--- src/rtl/stream_pkg.sv ---
// rtl/stream_pkg.sv - shared widths, pointer sizing and beat packing for stream blocks
package stream_pkg;
  localparam int T_DATA_WIDTH_DEF = 8;
  localparam int T_ID_WIDTH_DEF   = 1;
  localparam int MAX_DATA_W       = 64;
  localparam int MAX_ID_W         = 16;
  localparam int MAX_BEAT_W       = MAX_DATA_W + MAX_ID_W + 1;

  function automatic int ptr_w(input int depth);
    return $clog2(depth) + 1;
  endfunction

  // Packs {last, id, data} LSB-aligned; callers cast down to their own beat width.
  function automatic logic [MAX_BEAT_W-1:0] pack_beat(
    input logic                  last,
    input logic [MAX_ID_W-1:0]   id,
    input logic [MAX_DATA_W-1:0] data,
    input int                    data_w,
    input int                    id_w
  );
    logic [MAX_BEAT_W-1:0] b;
    b = MAX_BEAT_W'(data)
      | (MAX_BEAT_W'(id) << data_w)
      | (MAX_BEAT_W'(last) << (data_w + id_w));
    return b;
  endfunction
endpackage

--- src/rtl/stream_fifo_mem.sv ---
// rtl/stream_fifo_mem.sv - register array, one write port, one asynchronous read port
module stream_fifo_mem #(
  parameter int WIDTH = 8,
  parameter int DEPTH = 8,
  parameter int AW    = $clog2(DEPTH)
) (
  input  logic             clk,
  input  logic             we,
  input  logic [AW-1:0]    waddr,
  input  logic [WIDTH-1:0] wdata,
  input  logic [AW-1:0]    raddr,
  output logic [WIDTH-1:0] rdata
);
  logic [WIDTH-1:0] mem [DEPTH];

  always_ff @(posedge clk) begin
    if (we) mem[waddr] <= wdata;
  end

  assign rdata = mem[raddr];
endmodule

--- src/rtl/stream_pkt_fifo.sv ---
// rtl/stream_pkt_fifo.sv - first-word fall-through packet FIFO behind stream_xbar
// STREAM_PKT_FIFO_STORE_FWD_EN enables store-and-forward release of whole packets.
module stream_pkt_fifo
  import stream_pkg::*;
#(
  parameter int T_DATA_WIDTH = T_DATA_WIDTH_DEF,
  parameter int T_ID_WIDTH   = T_ID_WIDTH_DEF,
  parameter int DEPTH        = 8
) (
  input  logic                     clk,
  input  logic                     rst,
  input  logic [T_DATA_WIDTH-1:0]  s_data_i,
  input  logic [T_ID_WIDTH-1:0]    s_id_i,
  input  logic                     s_last_i,
  input  logic                     s_valid_i,
  output logic                     s_ready_o,
  output logic [T_DATA_WIDTH-1:0]  m_data_o,
  output logic [T_ID_WIDTH-1:0]    m_id_o,
  output logic                     m_last_o,
  output logic                     m_valid_o,
  input  logic                     m_ready_i,
  output logic [$clog2(DEPTH):0]   count_o
);
  localparam int PTR_W  = ptr_w(DEPTH);
  localparam int AW     = PTR_W - 1;
  localparam int BEAT_W = T_DATA_WIDTH + T_ID_WIDTH + 1;

  logic [PTR_W-1:0]  wr_ptr, rd_ptr;
  logic [BEAT_W-1:0] wdata, rdata;
  logic              empty, full, wr_en, rd_en;

  assign wdata = BEAT_W'(pack_beat(s_last_i, MAX_ID_W'(s_id_i), MAX_DATA_W'(s_data_i),
                                   T_DATA_WIDTH, T_ID_WIDTH));

  stream_fifo_mem #(.WIDTH(BEAT_W), .DEPTH(DEPTH), .AW(AW)) u_mem (
    .clk   (clk),
    .we    (wr_en),
    .waddr (wr_ptr[AW-1:0]),
    .wdata (wdata),
    .raddr (rd_ptr[AW-1:0]),
    .rdata (rdata)
  );

  assign m_data_o = rdata[T_DATA_WIDTH-1:0];
  assign m_id_o   = rdata[T_DATA_WIDTH +: T_ID_WIDTH];
  assign m_last_o = rdata[BEAT_W-1];

  assign empty     = (wr_ptr == rd_ptr);
  assign full      = (wr_ptr[AW-1:0] == rd_ptr[AW-1:0]) && (wr_ptr[AW] != rd_ptr[AW]);
  assign s_ready_o = !full;
  assign wr_en     = s_valid_i && !full;
  assign rd_en     = m_valid_o && m_ready_i;
  assign count_o   = wr_ptr - rd_ptr;

  always_ff @(posedge clk) begin
    if (rst) begin
      wr_ptr <= '0;
      rd_ptr <= '0;
    end else begin
      if (wr_en) wr_ptr <= wr_ptr + PTR_W'(1);
      if (rd_en) rd_ptr <= rd_ptr + PTR_W'(1);
    end
  end

`ifdef STREAM_PKT_FIFO_STORE_FWD_EN
  logic [PTR_W-1:0] pkt_cnt;
  logic             mid_pkt;

  // mid_pkt keeps a packet flowing once its first beat has left (full-buffer escape).
  always_ff @(posedge clk) begin
    if (rst) begin
      pkt_cnt <= '0;
      mid_pkt <= 1'b0;
    end else begin
      case ({wr_en && s_last_i, rd_en && m_last_o})
        2'b10:   pkt_cnt <= pkt_cnt + PTR_W'(1);
        2'b01:   pkt_cnt <= pkt_cnt - PTR_W'(1);
        default: pkt_cnt <= pkt_cnt;
      endcase
      if (rd_en) mid_pkt <= !m_last_o;
    end
  end

  assign m_valid_o = !empty && ((pkt_cnt != '0) || full || mid_pkt);
`else
  assign m_valid_o = !empty;
`endif
endmodule

--- config.mk ---
export PLATFORM = sky130hd
export DESIGN_NAME = stream_pkt_fifo
export DESIGN_NICKNAME = d
export VERILOG_FILES = /design/src/rtl/stream_pkg.sv /design/src/rtl/stream_fifo_mem.sv /design/src/rtl/stream_pkt_fifo.sv
export SDC_FILE = /design/constraint.sdc
export NUM_CORES = 1
export LEC_CHECK = 0
export CAP_MARGIN = 25
export CORE_ASPECT_RATIO = 0.7
export CORE_MARGIN = 5
export CORE_UTILIZATION = 51
export CTS_CLUSTER_SIZE = 24
export DETAILED_ROUTE_END_ITERATION = 10
export PLACE_DENSITY = 0.8
export SLEW_MARGIN = 20
export SYNTH_ARGS = -nofsm -noshare
export SYNTH_HDL_FRONTEND = slang
export SYNTH_HIERARCHICAL = 1
export SYNTH_SLANG_ARGS = --single-unit
--- constraint.sdc ---
create_clock -name clk -period 2.4 [get_ports clk]
set_input_delay 0.36 -clock clk [delete_from_list [all_inputs] [get_ports clk]]
set_output_delay 0.36 -clock clk [all_outputs]
set_load 0.03 [all_outputs]
# Word-level counts from Yosys, hierarchy flattened

Memory sizes are Yosys's and may differ from the RTL's. A register that Yosys moved wholly into a read port is not among the register bits.
Cells that the tools add are included.
W data, S select, Z words.

Add/sub/neg operators: 3
Eq/ne operators: 3
Muxes and demuxes: 4
Bitwise operators: 2
Reduce and logical (&&, ||, !) cells: 5

Operators with widths:

| kind                  | number |
|---|---|
| $or A9 B10 Y10        | 1 |
| $or A8 B9 Y9          | 1 |
| $add A4 B1 Y4 const B | 2 |
| $mux W3               | 2 |
| $eq A4 B4 Y1          | 1 |
| $sub A4 B4 Y4         | 1 |
| $eq A3 B3 Y1          | 1 |
| $logic_and A1 B1 Y1   | 3 |
| $logic_not A1 Y1      | 2 |
| $mux W1               | 2 |
| $ne A1 B1 Y1          | 1 |

Register bits after elaboration: 8
RAM bits: 80
Input port bits: 14
Output and inout port bits: 16
Logic and storage cells: 20
Memories kept: 1

Memories:

| memory    | depth | width | read ports | clocked after memory_dff | write ports | line                  | source |
|---|---|---|---|---|---|---|---|
| u_mem.mem | 8     | 10    | 1          | 1                        | 1           | stream_fifo_mem.sv:14 | `logic [WIDTH-1:0] mem [DEPTH];` |

# Longest topological paths before layout

Gate-level depths: netlist of run 1.

Depth after elaboration: 6
Depth in mapped cells: 7
Mapped depth without buffers: 7

# Cells and area by module

The synthesis of run 1 kept the hierarchy.

Modules (own cells, without submodules):

| module          | times used | cells each | area each (µm²) | seq. area each (µm²) |
|---|---|---|---|---|
| stream_fifo_mem | 1          | 128        | 3133.0          | 2402.3 |
| stream_pkt_fifo | 1          | 56         | 509.2           | 160.2 |

# Least setup slack after synthesis of run 1

OpenSTA, ideal clock, no wires.

Kind: flip-flop to flip-flop
Start: register wr_ptr[0]
End: memory u_mem/mem[0][0] (netlist bit), enable pin
Library setup time: 0.390 ns
Arrival time: 1.917 ns
Required time: 2.010 ns
Slack: 0.093 ns
Cell stages (with the launch flop): 8
Path buffers: 0
Clock period less this slack: 2.307 ns
Cell sequence: dfxtp_1 -> inv_1 -> ha_1 -> nand3_2 -> o21ai_4 -> inv_1 -> nand2b_1 -> nor3_1

Cells in the longest elaborated chain, start to end: 6

Ends and longest elaborated chain:

| what                          | line                  | source |
|---|---|---|
| from (decl)                   | stream_pkt_fifo.sv:28 | `logic [PTR_W-1:0] wr_ptr, rd_ptr;` |
| from (signal assigned)        | stream_pkt_fifo.sv:60 | `if (wr_en) wr_ptr <= wr_ptr + PTR_W'(1);` |
| $eq A3 B3 Y1                  | stream_pkt_fifo.sv:49 | `assign full = (wr_ptr[AW-1:0] == rd_ptr[AW-1:0]) && (wr_ptr[AW] != rd_ptr[AW]);` |
| $logic_and A1 B1 Y1           | stream_pkt_fifo.sv:49 |  |
| $logic_not A1 Y1              | stream_pkt_fifo.sv:51 | `assign wr_en = s_valid_i && !full;` |
| $logic_and A1 B1 Y1           | stream_pkt_fifo.sv:51 |  |
| net wr_en                     | stream_pkt_fifo.sv:30 | `logic empty, full, wr_en, rd_en;` |
| $mux W1                       | stream_fifo_mem.sv:17 | `if (we) mem[waddr] <= wdata;` |
| $mux W1 (implied by the code) | stream_fifo_mem.sv:17 |  |
| to (decl)                     | stream_fifo_mem.sv:14 |  |

The timed path passes the listed nets, and every way through them passes these cells.

==> results of run 1 <==
==> flip-flops by register name, summed over array words and instances, names as in the netlist <==
name       flops
wr_ptr         4
u_mem/mem     80
rd_ptr         4
==> worst paths after layout <==
path | startpoint | end | slack, ns | cells past startpoint
hold reg to reg | wr_ptr[3] | wr_ptr[3] | 0.60 | 2
hold / removal | wr_ptr[3] | wr_ptr[3] | 0.60 | 2
setup / recovery | rd_ptr[0] | m_last_o | 0.06 | 4
setup reg to reg | wr_ptr[0] | u_mem/mem[0][4] | 0.19 | 8
==> tightest hold or removal path, cell delays in order, from the launching register on <==
cell     delay [ns]
dfxtp_1        0.37
xnor2_1        0.16
nor2_1         0.04
==> through the flow <==
step                power [uW]  worst slack (ns)
CTS                       3630           0.00202
floorplan                 2280            0.0930
detailed placement        2560           -0.0612
global placement          2540           -0.0225
global route              3740        -0.0000353
finish                    3590            0.0637
==> what timing repair did <==
item,CTS,global route
endpoints found under the hold margin,0,0
cloned,0,0
setup endpoints to repair,10,6
resized for setup,41,10
==> Yosys cell counts <==
library cell / number
a21o_1: 1
a21oi_1: 4
and3_1: 1
buf_1: 2
buf_6: 2
clkbuf_1: 2
dfxtp_1: 8
edfxtp_1: 80
fa_1: 1
ha_1: 5
inv_1: 6
mux2_2: 10
mux2i_1: 1
mux4_1: 20
nand2_1: 5
nand2b_1: 3
nand3_1: 1
nand3_2: 1
nand4_1: 2
nor2_1: 13
nor3_1: 2
o211ai_1: 2
o21ai_1: 1
o21ai_4: 1
xnor2_1: 5
xnor2_2: 1
xor2_1: 4
==> routing by layer <==
metal / share of wire (%) / global-route usage, %
met1: 47 / 20.9
met2: 48 / 25.3
met3: 4.0 / 4.82
met4: 1.1 / 5.17
met5: 0 / 0
==> power breakdown <==
| part | internal (uW) | leakage, uW | switching, uW |
|---|---|---|---|
| Clock | 588 | 0.000105 | 505 |
| Sequential | 1720 | 0.000792 | 20.9 |
| Combinational | 343 | 0.000620 | 414 |
==> final cells by class <==
cell class                 instances  area, um^2  share of cell area (%)
multi-input combinational         84        1020                    23.2
clock inverter                     7        95.1                    2.17
clock buffer                       9         124                    2.83
timing repair buffer              51         435                    9.95
tap                               94         118                    2.69
sequential                        88        2570                    58.6
inverter                           6        22.5                   0.515
==> cell families after synthesis <==
family                   synth area share (%)
XOR/XNOR                                 2.61
adder cells (fa/ha/maj)                  2.27
buffers and inverters                    1.65
AO/OA/AOI/OAI                            1.75
multiplexers                             17.8
AND/OR/NAND/NOR                          3.57
flip-flops                               70.4
==> metrics.cfg, run 1 <==
[status]
outcome = completed

[final_layout]
final_common_cell = edfxtp_1
num-fill-cells = 478
fin_area_um2 = 4380
area_growth_pct = 20.2
drive_above_1_share_pct = 27.8
nets = 260
post-route-util_pct = 63.9
n_antenna_cell = 0
layout_common_cells = edfxtp_1 (80), buf_4 (25), mux4_1 (19)
final_cell_count_no_fill = 339

[critical_path]
cp_slowest_cell = mux4_1
max_stage_delay_ns = 0.54
worstPathBufferInverterCount = 2
worstPathCellList = buf_8 -> mux4_1 -> mux2_2 -> clkdlybuf4s15_2
path_max_fanout = 9
cp.arrival_ns = 1.98
cp-end-kind = primary output
cp_top_family = multiplexers
cp_data_required_time_ns = 2.04
crit_type = flip-flop to primary output
setup.worst_path.start_class = flip-flop

[floorplanning]
ioPinCount = 30
fp.coreArea_um2 = 6850
fp.dieH_um = 80.7
fp.dieW_um = 111
core.rowCount = 25
start_util_pct = 53.2
die_area_um2 = 8960

[timing]
fin_crit_ns = 2.34
max_freq_mhz = 428
relSlewSlack_pct = 75.0
holdWs_ns = 0.598
finalSetupViolCount = 0
worst_pin_slew_ns = 0.374
tns_ns = 0
finalMaxSlewViolations = 0
fin_worst_skew_ns = 0.00657
hold_viol = 0
fin_crit_sh_pct = 97.3

[clock_network]
cts_setup_buffers = 0
cts_tree = done
ctsRootBufferMaster = clkbuf_8
cts.reportedPaths.clkPinSlew_ns = 0.08
cts_buffer_depth = 2
hold_buffers = 0
cts_max_level = 3
clkLatencyLatePin_ns = 0.34
numClockSinks = 88
cts_made_buffers = 9

[synthesis]
syn_area_um2 = 3640
yosys.area.top_type_share_pct = 66.0
post_synth_num_cell_types = 27
synth_top_cell_by_area = edfxtp_1
syn_area_per_cell_um2 = 19.8
ys_warn_count = 6
syn_nets = 204
ys_seq_area_share_pct = 70.4
netlist_instances = 184
ys_top_cells_by_area = edfxtp_1 (66%), mux4_1 (14%), dfxtp_1 (4.4%), mux2_2 (3.1%), ha_1 (1.7%)
ys_ff_latch = 88

[global_route]
grt_pass1_wl_mm = 10.3
grt_pass1_vias = 1921
grt_max_degree = 21
antenna_found_initial = 0
grt_overflow = 0
grt_usage_pct = 15.7

[min_path]
min_path_type = flip-flop to flip-flop

[detailed_routing]
dr.pass1.iters = 4
wirelength_mm = 6.58
vias_per_cell = 5.43
drt_iter0_markers = 94
remaining_drc_errors = 0
wl_per_cell_um = 19.4
via_count = 1842
ant_nets = 0

[place]
gp_congestion = 0.728
portBuffers = 29
post-place-cells = 323
dpl_cell_area_um2 = 4190
dp.final_hpwl_mm = 4.38

[flow_run]
cap_violations = 0

[power_and_ir_drop]
leakage_uw = 0.00152
irDropWorstVdd_uv = 577
power.density_nw_per_um2 = 820

(Power assumes the default switching activity.)
==> run 2, diff against run 1 <==
- CORE_UTILIZATION: 51 -> 54
- CTS_BUF_LIST: unset -> sky130_fd_sc_hd__clkbuf_4
- PLACE_DENSITY: 0.8 -> 0.84
==> run 2 against run 1 <==
Final area shrank 2.6%; setup slack got worse by 0.0025 ns; register-to-register slack better by 0.04 ns; largest cell class unchanged; critical endpoint is now m_data_o[0]; largest power group unchanged; sequential cell count did not move; critical path depth unchanged.
==> metrics.cfg, run 2 (same netlist as run 1, synthesis figures left out) <==
[final_layout]
final_common_cell = edfxtp_1
area_growth_pct = 17.1
layout_common_cells = edfxtp_1 (80), buf_4 (22), mux4_1 (15)
nets = 259  ; -0.38%
num-fill-cells = 484  ; +1.3%
largest_register = u_mem/mem
n_antenna_cell = 0  ; unchanged
reg.largest.list = u_mem/mem: 80 flops, rd_ptr: 4 flops, wr_ptr: 4 flops
final_cell_count_no_fill = 337  ; -0.59%
largest_reg_flops = 80  ; unchanged
fin_area_um2 = 4260  ; -2.6%
drive_above_1_share_pct = 28.4  ; +0.64 points

[power_and_ir_drop]
leakage_uw = 0.00146  ; -3.7%
p_comb_share_pct = 25.1  ; +4.0 points
switchingPower_uw = 872  ; -7.2%
seqPwrFrac_pct = 54.3  ; +5.9 points
pwr-share-clk_pct = 20.6  ; -9.9 points
p_sw_share_pct = 27.3  ; +1.1 points
irDropWorstVdd_uv = 411  ; -29%
power.density_nw_per_um2 = 749  ; -8.7%
p_int_uw = 2320  ; -12%
fin_total_pwr_uw = 3190  ; -11%

[global_route]
antenna_found_initial = 0  ; unchanged
grt_usage_pct = 16.1  ; +0.39 points
grt_max_degree = 15  ; -29%
grt_pass1_wl_mm = 9.91  ; -3.7%
grt_overflow = 0  ; unchanged
grt_pass1_vias = 1840  ; -4.2%

[clock_network]
cts_buffer_depth = 2  ; unchanged
cts.reportedPaths.clkPinSlew_ns = 0.11  ; +0.03 ns
cts_max_level = 3  ; unchanged
ctsRootBufferMaster = clkbuf_4
clkLatencyLatePin_ns = 0.41  ; +0.07 ns
numClockSinks = 88  ; unchanged
cts_made_buffers = 9  ; unchanged
cts_tree = done

[critical_path]
cp_slowest_cell = mux4_1
worstPathCellList = buf_12 -> mux4_1 -> mux2_2 -> buf_2
path_max_fanout = 14  ; +5
crit_type = flip-flop to primary output
worstPathBufferInverterCount = 2  ; unchanged
cp_top_family = multiplexers
max_stage_delay_ns = 0.56  ; +0.02 ns
cp.arrival_ns = 1.98  ; about the same
cp_data_required_time_ns = 2.04  ; about the same
cp-end-kind = primary output
setup.worst_path.start_class = flip-flop
r2r_setup_slack_ns = 0.23  ; +0.04 ns
rr_startpoint = rd_ptr[0]
reg2reg_to = u_mem/mem[0][1]
reg2reg_depth = 9  ; +1

[timing]
layout_setup_ws_ns = 0.0612  ; -0.00254 ns
fin_worst_skew_ns = 0.00754  ; +0.000968 ns
worst_pin_slew_ns = 0.361  ; -0.0129 ns
relSlewSlack_pct = 75.8  ; +0.83 points
tns_ns = 0  ; unchanged
fin_crit_sh_pct = 97.5  ; +0.11 points
max_freq_mhz = 428  ; -0.11%
rsz0062_at_grt = yes
hold_viol = 0  ; unchanged
finalSetupViolCount = 0  ; unchanged
finalMaxSlewViolations = 0  ; unchanged
fin_crit_ns = 2.34  ; +0.00254 ns

[detailed_routing]
remaining_drc_errors = 0  ; unchanged
via_count = 1817  ; -1.4%
dr.pass1.iters = 5  ; +1
drt_iter0_markers = 116  ; +23%
wirelength_mm = 6.16  ; -6.5%
wl_per_cell_um = 18.3  ; -5.9%
ant_nets = 0  ; unchanged
vias_per_cell = 5.39  ; -0.77%

[floorplanning]
start_util_pct = 54.7  ; +1.5 points
fp.dieW_um = 108  ; -2.6%
fp.coreArea_um2 = 6660  ; -2.7%
core.rowCount = 25  ; unchanged
die_area_um2 = 8510  ; -5.0%
fp.dieH_um = 78.7  ; -2.5%
ioPinCount = 30  ; unchanged

[place]
portBuffers = 29  ; unchanged
dpl_cell_area_um2 = 4170  ; -0.42%
post-place-cells = 321  ; -0.62%
dp_slack_ns = 0.0504  ; +0.112 ns
dp.final_hpwl_mm = 4.09  ; -6.6%
gp_congestion = 0.757  ; +3.9%

[min_path]
min_path_type = flip-flop to flip-flop
hold-path-cell-count = 2  ; unchanged
hp-start = wr_ptr[3]
holdPathEnd = wr_ptr[3]

[status]
outcome = completed

[flow_run]
cap_violations = 0  ; unchanged

run 2: what timing repair did:
item / 4_1_cts / 5_1_grt
pin swaps: 0 / 1
hold buffers: 0 / 0
resized for setup: 49 / 13
cloned: 0 / 0
endpoints found under the setup margin: 11 / 7
setup buffers: 1 / 0
run 2: area by class of cell:
class / instances / area, um^2 / share of cell area [%]
Timing Repair Buffer: 50 / 447 / 10.5
Clock inverter: 4 / 22.5 / 0.528
Inverter: 6 / 22.5 / 0.528
Clock buffer: 11 / 82.6 / 1.94
Tap cell: 94 / 118 / 2.76
Multi-Input combinational cell: 84 / 1010 / 23.7
Sequential cell: 88 / 2560 / 60.1
run 2: how the worst max path moves through the flow:
stage / start / endpoint / depth (start not counted)
6_report: rd_ptr[0] / m_data_o[0] / 4
5_1_grt: rd_ptr[0] / m_data_o[6] / 4
4_1_cts: rd_ptr[0] / m_data_o[3] / 5
3_5_place_dp: rd_ptr[0] / m_id_o / 4
3_3_place_gp: rd_ptr[0] / m_id_o / 4
2_1_floorplan: wr_ptr[0] / u_mem/mem[0][0] / 7
run 2: routing by layer:
layer / up-vias / share of wire, % / wire (um) / GRT usage (%)
li1: 859 / - / - / -
met4: 0 / 1.3 / 83 / 5.55
met1: 891 / 45 / 2800 / 22.7
met5: - / 0 / 0 / 0
met3: 11 / 5.5 / 341 / 4.63
met2: 56 / 48 / 2940 / 24.4
run 2: power groups by stage:
stage / clock, uW / sequential (uW) / combinational (uW)
floorplan: 0 / 1770 / 512
global placement: 0 / 1760 / 777
detailed placement: 0 / 1760 / 789
CTS: 675 / 1730 / 784
global route: 753 / 1740 / 861
finish: 658 / 1730 / 802
run 2: worst min-delay path: cells and delay by family, from the launching register on:
family                    cells  cell delay, ns
xor gates and xnor gates      1            0.17
DFF                           1            0.37
and+or+nand+nor               1            0.04
run 2: metrics by stage:
step           util [%]  hold slack [ns]
4_1_cts            64.0            0.605
2_1_floorplan         -            0.459
3_3_place_gp       62.6            0.553
5_1_grt            64.0            0.638
6_report           64.0            0.605
3_5_place_dp       62.6            0.582
